### src/rtl/mesh_pkg.sv
// Shared packet layout and terminal-address helpers for mesh ingress adapters.
package mesh_pkg;

  localparam int unsigned NXT_W = 8;
  localparam int unsigned ROW_W = 4;
  localparam int unsigned COL_W = 4;
  localparam int unsigned HDR_W = NXT_W + ROW_W + COL_W + 1;

  // Field offsets measured down from the packet MSB.
  localparam int unsigned NXT_MSB_OFS     = 0;
  localparam int unsigned ROW_MSB_OFS     = 8;
  localparam int unsigned COL_MSB_OFS     = 12;
  localparam int unsigned MODE_MSB_OFS    = 16;
  localparam int unsigned PAYLOAD_MSB_OFS = 17;

  localparam logic [NXT_W-1:0] NXT_JUMP = 8'h00;

  // Edge terminals only: corners and interior router addresses are not terminals.
  function automatic logic is_terminal(input logic [ROW_W-1:0] row, input logic [COL_W-1:0] col,
                                       input int unsigned rows, input int unsigned colums);
    int unsigned r;
    int unsigned c;
    r = 32'(row);
    c = 32'(col);
    if ((r == 0 || r == rows + 1) && c >= 1 && c <= colums) return 1'b1;
    if ((c == 0 || c == colums + 1) && r >= 1 && r <= rows) return 1'b1;
    return 1'b0;
  endfunction

endpackage

### src/rtl/mesh_src_fifo.sv
// Packet FIFO with a registered head output; head is zero whenever the FIFO is empty.
module mesh_src_fifo #(
  parameter int unsigned Width = 40,
  parameter int unsigned Depth = 4
) (
  input  logic             clk_i,
  input  logic             rst_i,
  input  logic             push_i,
  input  logic [Width-1:0] wdata_i,
  input  logic             pop_i,
  output logic             full_o,
  output logic             pushed_o,
  output logic             popped_o,
  output logic             pndng_o,
  output logic [Width-1:0] head_o
);
  localparam int unsigned PtrW = $clog2(Depth);

  logic [Width-1:0] mem_q [Depth];
  logic [PtrW-1:0]  wr_ptr_q, wr_ptr_d, rd_ptr_q, rd_ptr_d, rd_nxt;
  logic [PtrW:0]    count_q, count_d;
  logic [Width-1:0] head_q, head_d;
  logic             push_ok, pop_ok;

  assign full_o   = (count_q == (PtrW+1)'(Depth));
  assign pndng_o  = (count_q != '0);
  assign head_o   = head_q;
  assign pushed_o = push_ok;
  assign popped_o = pop_ok;
  assign rd_nxt   = rd_ptr_q + PtrW'(1);

  always_comb begin
    push_ok  = push_i && !full_o;
    pop_ok   = pop_i && pndng_o;
    wr_ptr_d = push_ok ? wr_ptr_q + PtrW'(1) : wr_ptr_q;
    rd_ptr_d = pop_ok ? rd_nxt : rd_ptr_q;
    count_d  = count_q + (PtrW+1)'(push_ok) - (PtrW+1)'(pop_ok);
    head_d   = head_q;
    // With one entry left a concurrent push feeds the head directly.
    if (pop_ok) begin
      if (count_q > (PtrW+1)'(1)) head_d = mem_q[rd_nxt];
      else if (push_ok)           head_d = wdata_i;
      else                        head_d = '0;
    end else if (!pndng_o && push_ok) begin
      head_d = wdata_i;
    end
  end

  always_ff @(posedge clk_i) begin
    if (push_ok) mem_q[wr_ptr_q] <= wdata_i;
  end

  always_ff @(posedge clk_i or posedge rst_i) begin
    if (rst_i) begin
      wr_ptr_q <= '0;
      rd_ptr_q <= '0;
      count_q  <= '0;
      head_q   <= '0;
    end else begin
      wr_ptr_q <= wr_ptr_d;
      rd_ptr_q <= rd_ptr_d;
      count_q  <= count_d;
      head_q   <= head_d;
    end
  end

endmodule

### src/rtl/mesh_term_src.sv
// Mesh terminal ingress: checks destination, assembles packets, buffers them for the router.
module mesh_term_src
  import mesh_pkg::*;
#(
  parameter int unsigned ROWS       = 4,
  parameter int unsigned COLUMS     = 4,
  parameter int unsigned pckg_sz    = 40,
  parameter int unsigned fifo_depth = 4,
  parameter int unsigned SRC_ROW    = 0,
  parameter int unsigned SRC_COL    = 1,
  parameter int unsigned CNT_W      = 16
) (
  input  logic               clk,
  input  logic               reset,
  input  logic               wr_en,
  input  logic [3:0]         wr_row,
  input  logic [3:0]         wr_col,
  input  logic               wr_mode,
  input  logic [pckg_sz-18:0] wr_payload,
  output logic               full,
  output logic               pndng_i_in,
  output logic [pckg_sz-1:0] data_out_i_in,
  input  logic               popin,
  output logic [CNT_W-1:0]   sent_cnt,
  output logic [CNT_W-1:0]   drop_cnt,
  output logic [CNT_W-1:0]   ovf_cnt
);
  logic               legal, pushed, popped;
  logic [pckg_sz-1:0] pkt;
  logic [CNT_W-1:0]   sent_cnt_q, sent_cnt_d, drop_cnt_q, drop_cnt_d, ovf_cnt_q, ovf_cnt_d;

  always_comb begin
    legal = is_terminal(wr_row, wr_col, ROWS, COLUMS) &&
            !(wr_row == 4'(SRC_ROW) && wr_col == 4'(SRC_COL));
    pkt = '0;
    pkt[pckg_sz-1-NXT_MSB_OFS -: NXT_W]  = NXT_JUMP;
    pkt[pckg_sz-1-ROW_MSB_OFS -: ROW_W]  = wr_row;
    pkt[pckg_sz-1-COL_MSB_OFS -: COL_W]  = wr_col;
    pkt[pckg_sz-1-MODE_MSB_OFS]          = wr_mode;
    pkt[pckg_sz-1-PAYLOAD_MSB_OFS:0]     = wr_payload;
  end

  mesh_src_fifo #(
    .Width (pckg_sz),
    .Depth (fifo_depth)
  ) u_fifo (
    .clk_i    (clk),
    .rst_i    (reset),
    .push_i   (wr_en && legal),
    .wdata_i  (pkt),
    .pop_i    (popin),
    .full_o   (full),
    .pushed_o (pushed),
    .popped_o (popped),
    .pndng_o  (pndng_i_in),
    .head_o   (data_out_i_in)
  );

  // Counters saturate at all-ones; legality takes precedence over fullness.
  always_comb begin
    sent_cnt_d = sent_cnt_q;
    drop_cnt_d = drop_cnt_q;
    ovf_cnt_d  = ovf_cnt_q;
    if (popped && sent_cnt_q != '1) sent_cnt_d = sent_cnt_q + CNT_W'(1);
    if (wr_en && !legal && drop_cnt_q != '1) drop_cnt_d = drop_cnt_q + CNT_W'(1);
    if (wr_en && legal && !pushed && ovf_cnt_q != '1) ovf_cnt_d = ovf_cnt_q + CNT_W'(1);
  end

  always_ff @(posedge clk or posedge reset) begin
    if (reset) begin
      sent_cnt_q <= '0;
      drop_cnt_q <= '0;
      ovf_cnt_q  <= '0;
    end else begin
      sent_cnt_q <= sent_cnt_d;
      drop_cnt_q <= drop_cnt_d;
      ovf_cnt_q  <= ovf_cnt_d;
    end
  end

  assign sent_cnt = sent_cnt_q;
  assign drop_cnt = drop_cnt_q;
  assign ovf_cnt  = ovf_cnt_q;

endmodule

### config.mk
export PLATFORM = sky130hd
export DESIGN_NAME = mesh_term_src
export DESIGN_NICKNAME = d
export VERILOG_FILES = /design/src/rtl/mesh_pkg.sv /design/src/rtl/mesh_src_fifo.sv /design/src/rtl/mesh_term_src.sv
export SDC_FILE = /design/constraint.sdc
export NUM_CORES = 1
export LEC_CHECK = 0
export CAP_MARGIN = 20
export CELL_PAD_IN_SITES_DETAIL_PLACEMENT = 1
export CELL_PAD_IN_SITES_GLOBAL_PLACEMENT = 2
export CORE_UTILIZATION = 35
export DETAILED_ROUTE_END_ITERATION = 8
export PLACE_DENSITY = 0.77
export RECOVER_POWER = 100
export SYNTH_ARGS = -nofsm -noshare
export SYNTH_HDL_FRONTEND = slang
export SYNTH_SLANG_ARGS = --single-unit
### constraint.sdc
create_clock -name clk -period 3.16 [get_ports clk]
set_input_delay 0.79 -clock clk [delete_from_list [all_inputs] [get_ports clk]]
set_output_delay 0.79 -clock clk [all_outputs]
set_load 0.01 [all_outputs]
==> summary.md <==
The clock slew at the register clock pins of the worst setup and hold paths was 0.06 ns. The summed area of non-filler cells in the final layout was 11600 um^2; the post-route antenna net violation count was 0. Data on the critical path arrives at its endpoint at 2.11 ns.

The number of global-route vias before repair is 5957, and the share of synthesized registers carrying an async set or reset is 0.405. The run gives 215 as the total clock sinks. The logs give 0.000427 V for the worst ir drop on vdd and 0.00932 ns for the maximum clock skew at final layout. The clock passes through at most 3 buffers.

The net switching fraction of the power was 0.289; the number of enable flip-flop cells after synthesis was 128. Summed over all layers, the routed wires come to 20.6 mm. The final instance count without filler cells is 1082, and the share of post-route cells with drive strength above 1 is 0.190.

The half-perimeter wire length after detailed placement is 13.8 mm. The total number of placement rows came out at 58. The filler cells instantiated in the layout total 2518. The floorplan step set the die height to 162 um. The tools report the global router's overall resource usage as 0.162.

The core outline area came out at 25300 um^2. For the starting density of the core, the log shows 0.357. Dividing the detail-routed via count by the number of cells gives 4.98. Share of the clock period used by the worst path: 0.916. The worst setup path is launched from a flip-flop.

The logs give 2.37 ns for the critical path required time and 780 for the final-stage net count. The total of endpoints with negative setup slack in the final report came out at 0. The number of levels in the clock H-tree was 1; the number of max-slew violations in the final report was 0. The worst setup slack after placement was -0.0836 ns.

Once placement finished, the instance area stood at 10800 um^2. The logs give 26400 um^2 for the die footprint and 0.345 GHz for the maximum clock frequency. TritonCTS built the clock tree. The mean routed wirelength per cell works out to 19.0 um. The logs give 88 for the maximum number of pins on one net before global-route repair and 0.51 ns for the clock latency on the worst-skew pair. In this run the power spent charging and discharging nets is 2.64 mW. Post-CTS timing repair inserted 0 buffers for setup. The first global-routing pass estimated 33.1 mm of wire. After detailed routing, the number of remaining DRC violations is 0.

The part of the Yosys area used for sequential elements was 0.668; the final estimated routing congestion in global placement was 0.771. Endpoint type of the worst setup path: a primary output. The run gives 9010 um^2 as the post-synthesis cell area. On the final layout, the worst hold slack is 0.492 ns.

Final core utilization: 0.458. Setup repair after global routing left no endpoint under its margin. Post-layout minimum cycle time: 2.90 ns. Instance count after placement with tap cells included: 1037.

The run finished with clean final reports. Measured along the x axis, the die boundary spans 162 um. The logs give 579 for the number of instances in the synthesized netlist and 0 for the hold buffer count at CTS. For the final sum of negative setup slack, the log shows 0 ns. The relative slew slack is 0.152, and the count of vias placed by the detailed router is 5386.

For the initial antenna violation count, the log shows 1. The total congestion overflow is 0. Final-report hold violation count: 0.

The number of primary I/O pins was 126. The tools report the number of gates given a new drive strength after cts as 0. The mean post-synth cell area was 15.6 um^2; the internal cell power was 6.49 mW. In this run, CTS created clock tree buffers numbering 24. Critical path start-end classification: reg -> out. The overall power of the completed layout is 9.13 mW, and the DRC marker count from the first detailed-route iteration is 271. The final setup slack of the worst path was 0.264 ns. The class of the tightest hold or removal check is reg -> reg. For the pin with the worst max-slew slack, the measured transition is 1.27 ns.

In this run the power density over the cells is 789 nW/um^2. Flip-flop cell with the highest count after synthesis: sky130_fd_sc_hd__edfxtp_1. Power share of the combinational group: 0.270. Counting flops and latches in the post-synthesis netlist gives 215.

For the sequential share of power, the log shows 0.404. Clock power share: 0.326. In this run the tool buffered the top-level ports with 117 buffer cells. The number of different library cells used by synthesis comes to 46.

In this run the static leakage power is 4.40 nW. The Yosys step of the flow raised 0 warnings. From synthesis to final layout, the design area changed by 28.4%.

The highest net fanout along the worst path was 5. The tool flagged a number of max-cap violations equal to 0. The first detailed-routing pass ran for 6 iterations. CTS placed an instance of sky130_fd_sc_hd__clkbuf_16 at the clock tree root.
-- area by class of cell --
cell class	instances	area, um^2	share of cell area
flip-flops and latches	215	6020	0.520
multi-input cells	322	2740	0.237
repair buffers	151	1470	0.127
clock buffers	31	657	0.0568
well taps	330	413	0.0357
clock inverters	13	200	0.0173
inverters	19	72.6	0.00627
diodes	1	2.50	0.000216
-- synthesized netlist by cell type (all sizes together) (2+ instances only) --
master    n  share of area
a21oi    33          0.031
a22o      2         0.0019
a22oi    30          0.025
and2      5         0.0035
and3      7         0.0049
and4      2         0.0019
buf      21          0.018
clkbuf    9         0.0037
dfrtp    87           0.24
edfxtp  128           0.43
ha       10          0.014
inv      19         0.0079
mux2      4         0.0050
mux4     32          0.080
nand2    19         0.0079
nand3    20          0.011
nand4    14         0.0097
nor2     48          0.020
nor3     13         0.0072
nor4      6         0.0065
xnor2    32          0.031
xor2     21          0.020
-- critical path, stage by stage, from the launching register on --
cell and delay, ns:
sky130_fd_sc_hd__dfrtp_1 0.44, sky130_fd_sc_hd__or3_1 0.47, sky130_fd_sc_hd__dlygate4sd3_1 0.67
-- worst paths after layout --
kind	startpoint	to	slack (ns)	cells past startpoint
hold reg to reg	ovf_cnt[11]$_DFFE_PP0P_	ovf_cnt[11]$_DFFE_PP0P_	0.49	1
setup / recovery	u_fifo.count_q[1]$_DFF_PP0_	pndng_i_in	0.26	2
setup reg to reg	u_fifo.count_q[1]$_DFF_PP0_	u_fifo.count_q[2]$_DFF_PP0_	0.80	9
hold / removal	ovf_cnt[11]$_DFFE_PP0P_	ovf_cnt[11]$_DFFE_PP0P_	0.49	1
min in group asynchronous	reset	u_fifo.count_q[1]$_DFF_PP0_	1.21	3
max in group asynchronous	reset	u_fifo.rd_ptr_q[1]$_DFFE_PP0P_	1.12	3
-- sequential cells by signal, indices dropped and copies added (netlist names) --
signal / count
sent_cnt: 16
u_fifo.count_q: 3
ovf_cnt: 16
u_fifo.wr_ptr_q: 2
u_fifo.rd_ptr_q: 2
u_fifo.head_o: 32
u_fifo.mem_q: 128
drop_cnt: 16
-- cells in the final DEF, fill, tap and decap left out, drive strengths merged, types with 2 or more instances in the layout --
master / count
clkdlybuf4s50: 3
and2: 5
nor3: 13
nand4: 14
xor2: 21
ha: 10
and4: 2
nand3: 20
xnor2: 32
inv: 18
buf: 23
clkinv: 8
mux4: 32
conb: 8
and3: 7
nand2: 19
dfrtp: 87
nor4: 6
dlygate4sd3: 114
mux2: 4
a22oi: 30
clkbuf: 42
a21oi: 33
bufinv: 5
a22o: 2
nor2: 48
edfxtp: 128
-- power by group through the flow --
| stage | sequential [mW] | clock, mW | combinational (mW) |
|---|---|---|---|
| 2_1_floorplan | 3.78 | 0 | 1.47 |
| 3_3_place_gp | 3.73 | 0 | 2.58 |
| 3_5_place_dp | 3.76 | 0 | 2.66 |
| 4_1_cts | 3.71 | 3.07 | 2.67 |
| 5_1_grt | 3.76 | 3.17 | 2.72 |
| 6_report | 3.69 | 2.98 | 2.47 |
-- logic make-up (layout without fill, tap and decap cells) --
group,Yosys count,in the layout,synth area share
simple gates,139,139,0.0779
flops,215,215,0.668
compound gates,75,75,0.0715
fa+ha+maj,11,11,0.0161
mux,36,36,0.0850
buf+inv,49,214,0.0296
xor+xnor,53,53,0.0515
other cells,1,9,0.000416
-- per-layer routing --
layer | GRT usage | routed length [um] | part of all wire | vias to the layer above
li1 | - | - | - | 2473
met1 | 0.201 | 8760 | 0.43 | 2772
met2 | 0.286 | 10500 | 0.51 | 112
met3 | 0.0354 | 991 | 0.048 | 29
met4 | 0.0403 | 346 | 0.017 | 0
met5 | 0 | 0 | 0 | -
Power figures use the tool's default switching activity.
